## config.mk

```make
export PLATFORM = sky130hd
export DESIGN_NAME = ps2_tx
export DESIGN_NICKNAME = d
export VERILOG_FILES = /design/src/rtl/ps2_tx.sv
export SDC_FILE = /design/constraint.sdc
export NUM_CORES = 1
export LEC_CHECK = 0
export CORE_MARGIN = 4
export CORE_UTILIZATION = 35
export CTS_CLUSTER_DIAMETER = 50
export DETAILED_ROUTE_END_ITERATION = 10
export SYNTH_ARGS = -nofsm -noshare
export SYNTH_HDL_FRONTEND = slang
export SYNTH_SLANG_ARGS = --single-unit
```

## constraint.sdc

```tcl
create_clock -name clk -period 2.6 [get_ports clk]
set_input_delay 0.26 -clock clk [delete_from_list [all_inputs] [get_ports clk]]
set_output_delay 0.26 -clock clk [all_outputs]
set_load 0.02 [all_outputs]
```

## src/rtl/ps2_tx.sv

```systemverilog
// ----------------------------------------------------------------------------
// ps2_tx - host-to-device PS/2 command transmitter.
//
// Pulls the clock line low for a request-to-send, then shifts out a start
// bit, eight data bits (LSB first) and odd parity on device-generated clock
// falls. It releases data for the stop bit, checks the device ACK and waits
// for the bus to go idle. The lines are open-collector, so this block only
// drives output enables and the top level builds the tristate.
//
// Optional build macro PS2_TX_TIMEOUT_EN adds a watchdog. If the device stops
// clocking for TIMEOUT_CYCLES, the frame is aborted with a tx_err pulse.
// ----------------------------------------------------------------------------
module ps2_tx #(
    parameter int unsigned INHIBIT_CYCLES = 5000,
    parameter int unsigned FILTER_LEN     = 8,
    parameter int unsigned TIMEOUT_CYCLES = 100000
) (
    input  logic       clk,
    input  logic       rst,       // asynchronous, active-low
    input  logic       wr_ps2,
    input  logic [7:0] din,
    input  logic       ps2c_in,
    input  logic       ps2d_in,
    output logic       ps2c_oe,
    output logic       ps2d_oe,
    output logic       tx_idle,
    output logic       tx_done,
    output logic       tx_err
);

    // One counter serves both the inhibit interval and the watchdog, so it
    // is sized for the larger of the two limits.
    localparam int unsigned CNT_MAX = (INHIBIT_CYCLES > TIMEOUT_CYCLES) ?
                                      INHIBIT_CYCLES : TIMEOUT_CYCLES;
    localparam int unsigned CW      = $clog2(CNT_MAX + 1);

    typedef enum logic [2:0] {
        ST_IDLE,
        ST_RTS,
        ST_START,
        ST_DATA,
        ST_STOP,
        ST_WAIT_REL
    } state_e;

    state_e                  state_q, state_d;
    logic [FILTER_LEN-1:0]   filt_q, filt_d;
    logic                    fclk_q, fclk_d;
    logic [8:0]              packet_q, packet_d;
    logic [3:0]              n_q, n_d;
    logic [CW-1:0]           cnt_q, cnt_d;
    logic                    fall;

    // Glitch filter on ps2c: the filtered level flips only when the whole window agrees.
    always_comb begin
        // NOTE: every combinational output gets a default first, so no path leaves it unassigned and no latch is inferred.
        filt_d = {filt_q[FILTER_LEN-2:0], ps2c_in};
        fclk_d = fclk_q;
        if (&filt_q) begin
            fclk_d = 1'b1;
        end else if (~|filt_q) begin
            fclk_d = 1'b0;
        end
    end

    assign fall = fclk_q & ~fclk_d;

    // Next-state and output decode for the transmit sequence.
    always_comb begin
        state_d  = state_q;
        packet_d = packet_q;
        n_d      = n_q;
        cnt_d    = cnt_q;
        ps2c_oe  = 1'b0;
        ps2d_oe  = 1'b0;
        tx_idle  = 1'b0;
        tx_done  = 1'b0;
        tx_err   = 1'b0;

        case (state_q)
            ST_IDLE: begin
                tx_idle = 1'b1;
                if (wr_ps2) begin
                    packet_d = {~^din, din};     // odd parity in bit 8
                    cnt_d    = '0;
                    state_d  = ST_RTS;
                end
            end

            ST_RTS: begin
                ps2c_oe = 1'b1;
                ps2d_oe = 1'b1;
                if (cnt_q == CW'(INHIBIT_CYCLES - 1)) begin
                    cnt_d   = '0;
                    state_d = ST_START;
                end else begin
                    cnt_d = cnt_q + CW'(1);
                end
            end

            ST_START: begin
                ps2d_oe = 1'b1;                  // start bit is a 0
                if (fall) begin
                    n_d     = '0;
                    state_d = ST_DATA;
                end
            end

            ST_DATA: begin
                ps2d_oe = ~packet_q[0];
                if (fall) begin
                    packet_d = {1'b0, packet_q[8:1]};
                    n_d      = n_q + 4'd1;
                    if (n_q == 4'd8) begin
                        state_d = ST_STOP;       // parity has just been taken
                    end
                end
            end

            ST_STOP: begin
                // Data released: the stop bit reads as 1 on the bus.
                if (fall) begin
                    if (!ps2d_in) begin
                        state_d = ST_WAIT_REL;
                    end else begin
                        tx_err  = 1'b1;
                        state_d = ST_IDLE;
                    end
                end
            end

            ST_WAIT_REL: begin
                if (fclk_q && ps2d_in) begin
                    tx_done = 1'b1;
                    state_d = ST_IDLE;
                end
            end

            default: begin
                state_d = ST_IDLE;
            end
        endcase

`ifdef PS2_TX_TIMEOUT_EN
        // Watchdog: runs while the device owns the clock. It restarts on each
        // fall and yields to a normal exit when one is already under way.
        if ((state_q inside {ST_START, ST_DATA, ST_STOP, ST_WAIT_REL}) &&
            (state_d != ST_IDLE)) begin
            if (fall) begin
                cnt_d = '0;
            end else if (cnt_q == CW'(TIMEOUT_CYCLES - 1)) begin
                ps2c_oe = 1'b0;
                ps2d_oe = 1'b0;
                tx_err  = 1'b1;
                cnt_d   = '0;
                state_d = ST_IDLE;
            end else begin
                cnt_d = cnt_q + CW'(1);
            end
        end
`endif
    end

    // State, filter and datapath registers; reset releases the bus at once.
    always_ff @(posedge clk or negedge rst) begin
        if (!rst) begin
            state_q  <= ST_IDLE;
            filt_q   <= '1;
            fclk_q   <= 1'b1;
            packet_q <= '0;
            n_q      <= '0;
            cnt_q    <= '0;
        end else begin
            // NOTE: non-blocking assignments so every register samples the pre-edge values.
            state_q  <= state_d;
            filt_q   <= filt_d;
            fclk_q   <= fclk_d;
            packet_q <= packet_d;
            n_q      <= n_d;
            cnt_q    <= cnt_d;
        end
    end

endmodule

```

==> summary.md, run 1 <==
| Metric | Value |
|---|---|
| Post-route total power | 2.49 mW |
| Synth area leader | dfrtp_1 |
| Total GRT Usage | between 10% and 20% |
| Slew Limit Fails | 0 |
| First-pass GRT wire length | 8930 um |
| WHS | between 90 and 100 ps |
| Clk buf depth | 2 |
| Vias in the first global route | ~1.9k |
| Final setup vio count | 0 |
| Synth cell count leaders | dfrtp_1 (33), nand2_1 (33), mux2_2 (16) |
| Max Cap Viol | 0 |
| Core Region | around 6400 um2 |
| Post-CTS Setup Bufs | 0 |
| Dpl cells | around 340 |
| Reg2reg start | cnt_q[13]$_DFFE_PN0P_ |
| R2R setup slack | roughly 350 ps |
| Post-route ant nets | 0 |
| Width of the chip | 89.6 um |
| Cell depth of the worst flop-to-flop path | 4 |
| Wire per inst | 14.9 um |
| Via count | 1,960 |
| DR pass1 iterations | 4 |
| Worst path slowest cell | or3b_2 |
| Fraction of registers with async set/reset | 100% |
| Pwr Density | 914 nW/um2 |
| Row Count | 29 |
| Largest net degree at the start of global routing | 43 |
| DP Worst Slack | 384 ps |
| Final Skew | 8.82 ps |
| #FFs+latches synth | 42 |
| Layout cells sized above 1 | 18.0% |
| Mapped Area | 2330 um2 |
| Fin crit period | 2470 ps |
| DRC | 0 |
| PnR worst setup slack | approximately 130 ps |
| Leakage | about 1.1 nW |
| Ys flop type | dfrtp_1 |
| Post-cts sizing count | 0 |
| Final net count | 281 |
| CP startpoint kind | register |
| Final instance area | 2730 um2 |
| # hold bufs at CTS | 0 |
| Critical path endpoint | ps2c_oe |
| # diodes | 0 |
| Filler cells | around 630 |
| Crit. End Element | output port |
| Final Hold Viols | 0 |
| CTS root buf | clkbuf_8 |
| Routed wire length | 5120 um |
| Gpl congestion | 0.879 |
| CTS clk-pin slew, worst paths | 80 ps |
| Critical path, cell by cell | or3b_2, clkinv_1, clkdlybuf4s50_1 |
| Worst skew pair latency | roughly 300 ps |
| CTS tree | done |
| Worst Setup SP | state_q[1]$_DFFE_PN0P_ |
| I/O Buffers | 17 |
| # IOs | 18 |
| Sequential-to-total area share from yosys stat | 45.6% |
| Share of the synthesized area in the top cell type | 35.4% |
| Initial core utilization | 36.3% |
| Dpl cell area | 2610 um2 |
| Worst path max stage delay | 630 ps |
| Worst ir drop on vdd | about 0.5 mV |
| Cells after Synth | 242 |
| Outcome | completed |
| CP arrival | between 2000 and 2500 ps |
| Area occupied by multi-input gates | 1190 um2 |
| Average vias per placed instance | around 5.7 |
| Storage cell area | 1060 um2 |
| Highest clock rate | 405 MHz |
| H-tree lvl count | 2 |
| Initial antenna violation count | 0 |
| DP HPWL | 3620 um |
| Data required, critical path | 2340 ps |
| Iter 0 DRT Violations | between 80 and 90 |
| Syn avg cell area | between 9 and 10 um2 |
| Number of flops mapped to enable cells by yosys | 0 |
| Grt total ovfl | 0 |
| Non-Filler Instances | 343 |
| Largest cells by area after synthesis | dfrtp_1 (35%), dfstp_2 (10%), mux2_2 (7.7%) |
| Period utilisation layout | a little over nine tenths |
| CTS Sinks | 42 |
| Core Util, Final | a little over two fifths |
| Reg-to-reg critical path endpoint | state_q[0]$_DFFE_PN0P_ |
| Area grow syn2layout | 17.0% |
| Worst-margin pin slew | about 930 ps |
| Synth Warn # | 0 |
| RSZ-0062 raised after global routing | false |
| Hold Crit Class | in -> async |
| Slew HR | approximately two fifths |
| Library cells used by synthesis | 51 |
| Syn_nets | 258 |
| Worst-path fanout max | 11 |
| Total CTS buffers | 5 |
| Setup TNS | 0 ps |
| Die ar. | 8030 um2 |
| Setup Crit Path Kind | reg -> out |
| Die Ht | 89.6 um |
## flip-flops by register name (all words and copies together), names as in the netlist
name and flops:
cnt_q 17, fclk_q 1, filt_q 8, n_q 4, packet_q 9, state_q 3
## metal layers
| layer | track usage (%) | vias up | wire [um] |
|---|---|---|---|
| li1 | - | 955 | - |
| met1 | 20.9 | 945 | 2540 |
| met2 | 20.6 | 53 | 2280 |
| met3 | 3.01 | 7 | 241 |
| met4 | 4.74 | 0 | 60 |
| met5 | 0 | - | 0 |
## worst max-delay path, delay by kind of cell (launching register included)
kind	cells	cell delay, ps
flops	1	480
simple gates	1	630
buf+inv	2	790
## worst min path at each step
stage,from,end
floorplan,rst,cnt_q[0]$_DFFE_PN0P_
global placement,filt_q[6]$_DFF_PN1_,filt_q[7]$_DFF_PN1_
detailed placement,filt_q[1]$_DFF_PN1_,filt_q[2]$_DFF_PN1_
CTS,rst,packet_q[7]$_DFFE_PN0P_
global route,rst,packet_q[6]$_DFFE_PN0P_
finish,rst,n_q[1]$_DFFE_PN0P_
## cell type report
type	instances	area share, %
Clock buffer	7	3.17
Clock inverter	1	1.10
Inverter	8	1.10
Multi-Input combinational cell	182	43.6
Sequential cell	42	39.0
Tap cell	77	3.53
Timing Repair Buffer	26	8.54
## where the power goes
| group | switching [mW] | internal (mW) | total, mW |
|---|---|---|---|
| Clock | 0.227 | 0.313 | 0.540 |
| Sequential | 0.225 | 0.837 | 1.06 |
| Combinational | 0.446 | 0.444 | 0.890 |
## cells by family (layout without fill, tap and decap cells)
| logic type | count (synthesis) | after routing | synth area share (%) |
|---|---|---|---|
| compound gates | 51 | 51 | 15.9 |
| xor+xnor | 7 | 7 | 2.63 |
| fa+ha+maj | 3 | 3 | 1.61 |
| buf+inv | 18 | 42 | 3.44 |
| flops | 42 | 42 | 45.6 |
| mux | 17 | 17 | 8.16 |
| simple gates | 104 | 104 | 22.7 |
## layout by cell type (no fill, tap or decap), types with 13 or more instances in the layout
master | Yosys | final
clkdlybuf4s50_1 | 0 | 16
dfrtp_1 | 33 | 33
mux2_2 | 16 | 16
nand2_1 | 33 | 33
nand3_1 | 15 | 15
o21ai_0 | 13 | 13
Power figures use the tool's default switching activity.
==> inputs of run 2 (changes only) <==
--- a/config.mk
+++ b/config.mk
@@ -5,6 +5,7 @@
 export SDC_FILE = /design/constraint.sdc
 export NUM_CORES = 1
 export LEC_CHECK = 0
+export ABC_CLOCK_PERIOD_IN_PS = 3200
 export CORE_MARGIN = 4
 export CORE_UTILIZATION = 35
 export CTS_CLUSTER_DIAMETER = 50
==> constraint.sdc (replaced) <==
create_clock -name clk -period 3.2 [get_ports clk]
set_input_delay 0.32 -clock clk [delete_from_list [all_inputs] [get_ports clk]]
set_output_delay 0.32 -clock clk [all_outputs]
set_load 0.02 [all_outputs]
==> summary.md, run 2 (synthesis gave the netlist of run 1 again) <==
| Metric | Value |
|---|---|
| H-tree lvl count | 2 (unchanged) |
| Period utilisation layout | a little under nine tenths |
| Iter 0 DRT Violations | 142 (+60%) |
| Buf+Inv Stages, Crit Path | 2 (unchanged) |
| Vias in the first global route | 1,793 (-4.9%) |
| Worst skew pair latency | 290 ps (about the same) |
| Worst path slowest cell | clkdlybuf4s50_1 |
| First-pass GRT wire length | 8670 um (-2.9%) |
| Final net count | 276 (-1.8%) |
| CTS root buf | clkbuf_8 |
| RSZ-0062 raised after global routing | false |
| Initial core utilization | 36.3% (unchanged) |
| Leakage | 1.03 nW (-3.0%) |
| Grt total ovfl | 0 (unchanged) |
| Slew HR | 38.3% (+0.18 points) |
| DRC | 0 (unchanged) |
| Via count | 1,921 (-2.0%) |
| Total GRT Usage | 13.7% (-0.49 points) |
| Pwr Density | 733 nW/um2 (-20%) |
| Gpl congestion | 0.890 (+1.3%) |
| Worst path max stage delay | 660 ps (+30 ps) |
| Outcome | completed |
| DR pass1 iterations | 4 (unchanged) |
| Critical path, cell by cell | or3b_2, clkinv_1, clkdlybuf4s50_1 |
| Top flop regs | cnt_q x17, packet_q x9, filt_q x8 |
| Average vias per placed instance | 5.68 (-0.54%) |
| Routed wire length | 5100 um (-0.29%) |
| Largest Register | cnt_q |
| Setup Crit Path Kind | reg -> out |
| CP startpoint kind | register |
| Fin crit period | between 2000 and 3000 ps |
| Largest register FFs | 17 (unchanged) |
| # hold bufs at CTS | 0 (unchanged) |
| I/O Buffers | 17 (unchanged) |
| Wire per inst | 15.1 um (+1.2%) |
| Final setup vio count | 0 (unchanged) |
| Post-route ant nets | 0 (unchanged) |
| Setup TNS | 0 ps (unchanged) |
| DP HPWL | 3600 um (-0.73%) |
| Total CTS buffers | 5 (unchanged) |
| Width of the chip | 89.6 um (unchanged) |
| Die ar. | 8030 um2 (unchanged) |
| Worst ir drop on vdd | 0.350 mV (-29%) |
| CTS tree | done |
| Crit. End Element | output port |
| Data required, critical path | 2880 ps (+540 ps) |
| # diodes | 0 (unchanged) |
| Worst-path fanout max | 15 (+4) |
| Hold Crit Class | in -> async |
| CP arrival | 2420 ps (+210 ps) |
| Final Hold Viols | 0 (unchanged) |
| Highest clock rate | between 300 and 400 MHz |
| Post-cts sizing count | 0 (unchanged) |
| Slew Limit Fails | 0 (unchanged) |
| Clk buf depth | 2 (unchanged) |
| Worst-margin pin slew | 925 ps (-2.64 ps) |
| Area grow syn2layout | 14.9% |
| Largest net degree at the start of global routing | 43 (unchanged) |
| Layout cells sized above 1 | 16.1% (-2.0 points) |
| PnR worst setup slack | 458 ps (+330 ps) |
| Max Cap Viol | 0 (unchanged) |
| Initial antenna violation count | 0 (unchanged) |
| Commonest non-fill, non-tap cells in the layout | nand2_1 (33), dfrtp_1 (33), mux2_2 (16), clkdlybuf4s50_1 (16), nand3_1 (15) |
| CTS Sinks | 42 (unchanged) |
| Final Skew | 9.71 ps (+0.884 ps) |
| Row Count | 29 (unchanged) |
| # IOs | 18 (unchanged) |
| Core Region | 6420 um2 (unchanged) |
| Crit path max-delay family | buffers and inverters |
| Die Ht | 89.6 um (unchanged) |
| DP Worst Slack | 793 ps (+410 ps) |
| Post-CTS Setup Bufs | 0 (unchanged) |
| CTS clk-pin slew, worst paths | 80 ps (about the same) |
## run 2: changes by cell type in the layout (fill, tap and decap cells not counted), sizes merged
cell and delta:
buf -5
## run 2: routing by layer
layer / routed length (um) / global-route usage, % / vias up
met5: 0 / 0 / -
met3: 243 / 2.65 / 4
met1: 2590 / 20.2 / 924
met2: 2240 / 20.3 / 46
met4: 29 / 4.06 / 0
li1: - / - / 947
## run 2: final cells by class
cell class / instances / area [um2]
Timing Repair Buffer: 21 / 195
Tap cell: 77 / 96.3
Multi-Input combinational cell: 182 / 1190
Clock buffer: 7 / 76.3
Fill cell: 636 / 3740
Sequential cell: 42 / 1060
Clock inverter: 1 / 30.0
Inverter: 8 / 30.0
## run 2: report_power, final
part / switching [mW] / internal (mW)
Sequential: 0.198 / 0.680
Clock: 0.177 / 0.234
Combinational: 0.339 / 0.334
## run 2: final timing paths
check | start | to | slack (ps) | cells after the start
setup / recovery | state_q[0]$_DFFE_PN0P_ | ps2c_oe | 460 | 3
hold / removal | rst | n_q[1]$_DFFE_PN0P_ | 150 | 1
setup reg to reg | cnt_q[13]$_DFFE_PN0P_ | cnt_q[15]$_DFFE_PN0P_ | 890 | 4
hold reg to reg | filt_q[5]$_DFF_PN1_ | filt_q[6]$_DFF_PN1_ | 370 | 0
max in group asynchronous | rst | packet_q[1]$_DFFE_PN0P_ | 2450 | 1
min in group clk | filt_q[5]$_DFF_PN1_ | filt_q[6]$_DFF_PN1_ | 370 | 0
## run 2: stage by stage
stage	hold WS [ps]	instances	area [um2]	util, %	power (mW)
2_1_floorplan	24.4	242	2330	-	1.34
3_3_place_gp	362	330	2570	40.1	1.55
3_5_place_dp	365	330	2570	40.1	1.56
4_1_cts	196	338	2680	41.7	1.98
5_1_grt	248	338	2680	41.7	2.11
6_report	149	338	2680	41.7	1.96
## run 2: worst reg2reg max path, stage by stage, from the launching register on
cell	delay [ps]
dfrtp_1	440
or4_1	530
or3_1	520
o21ai_1	500
o21ai_0	180
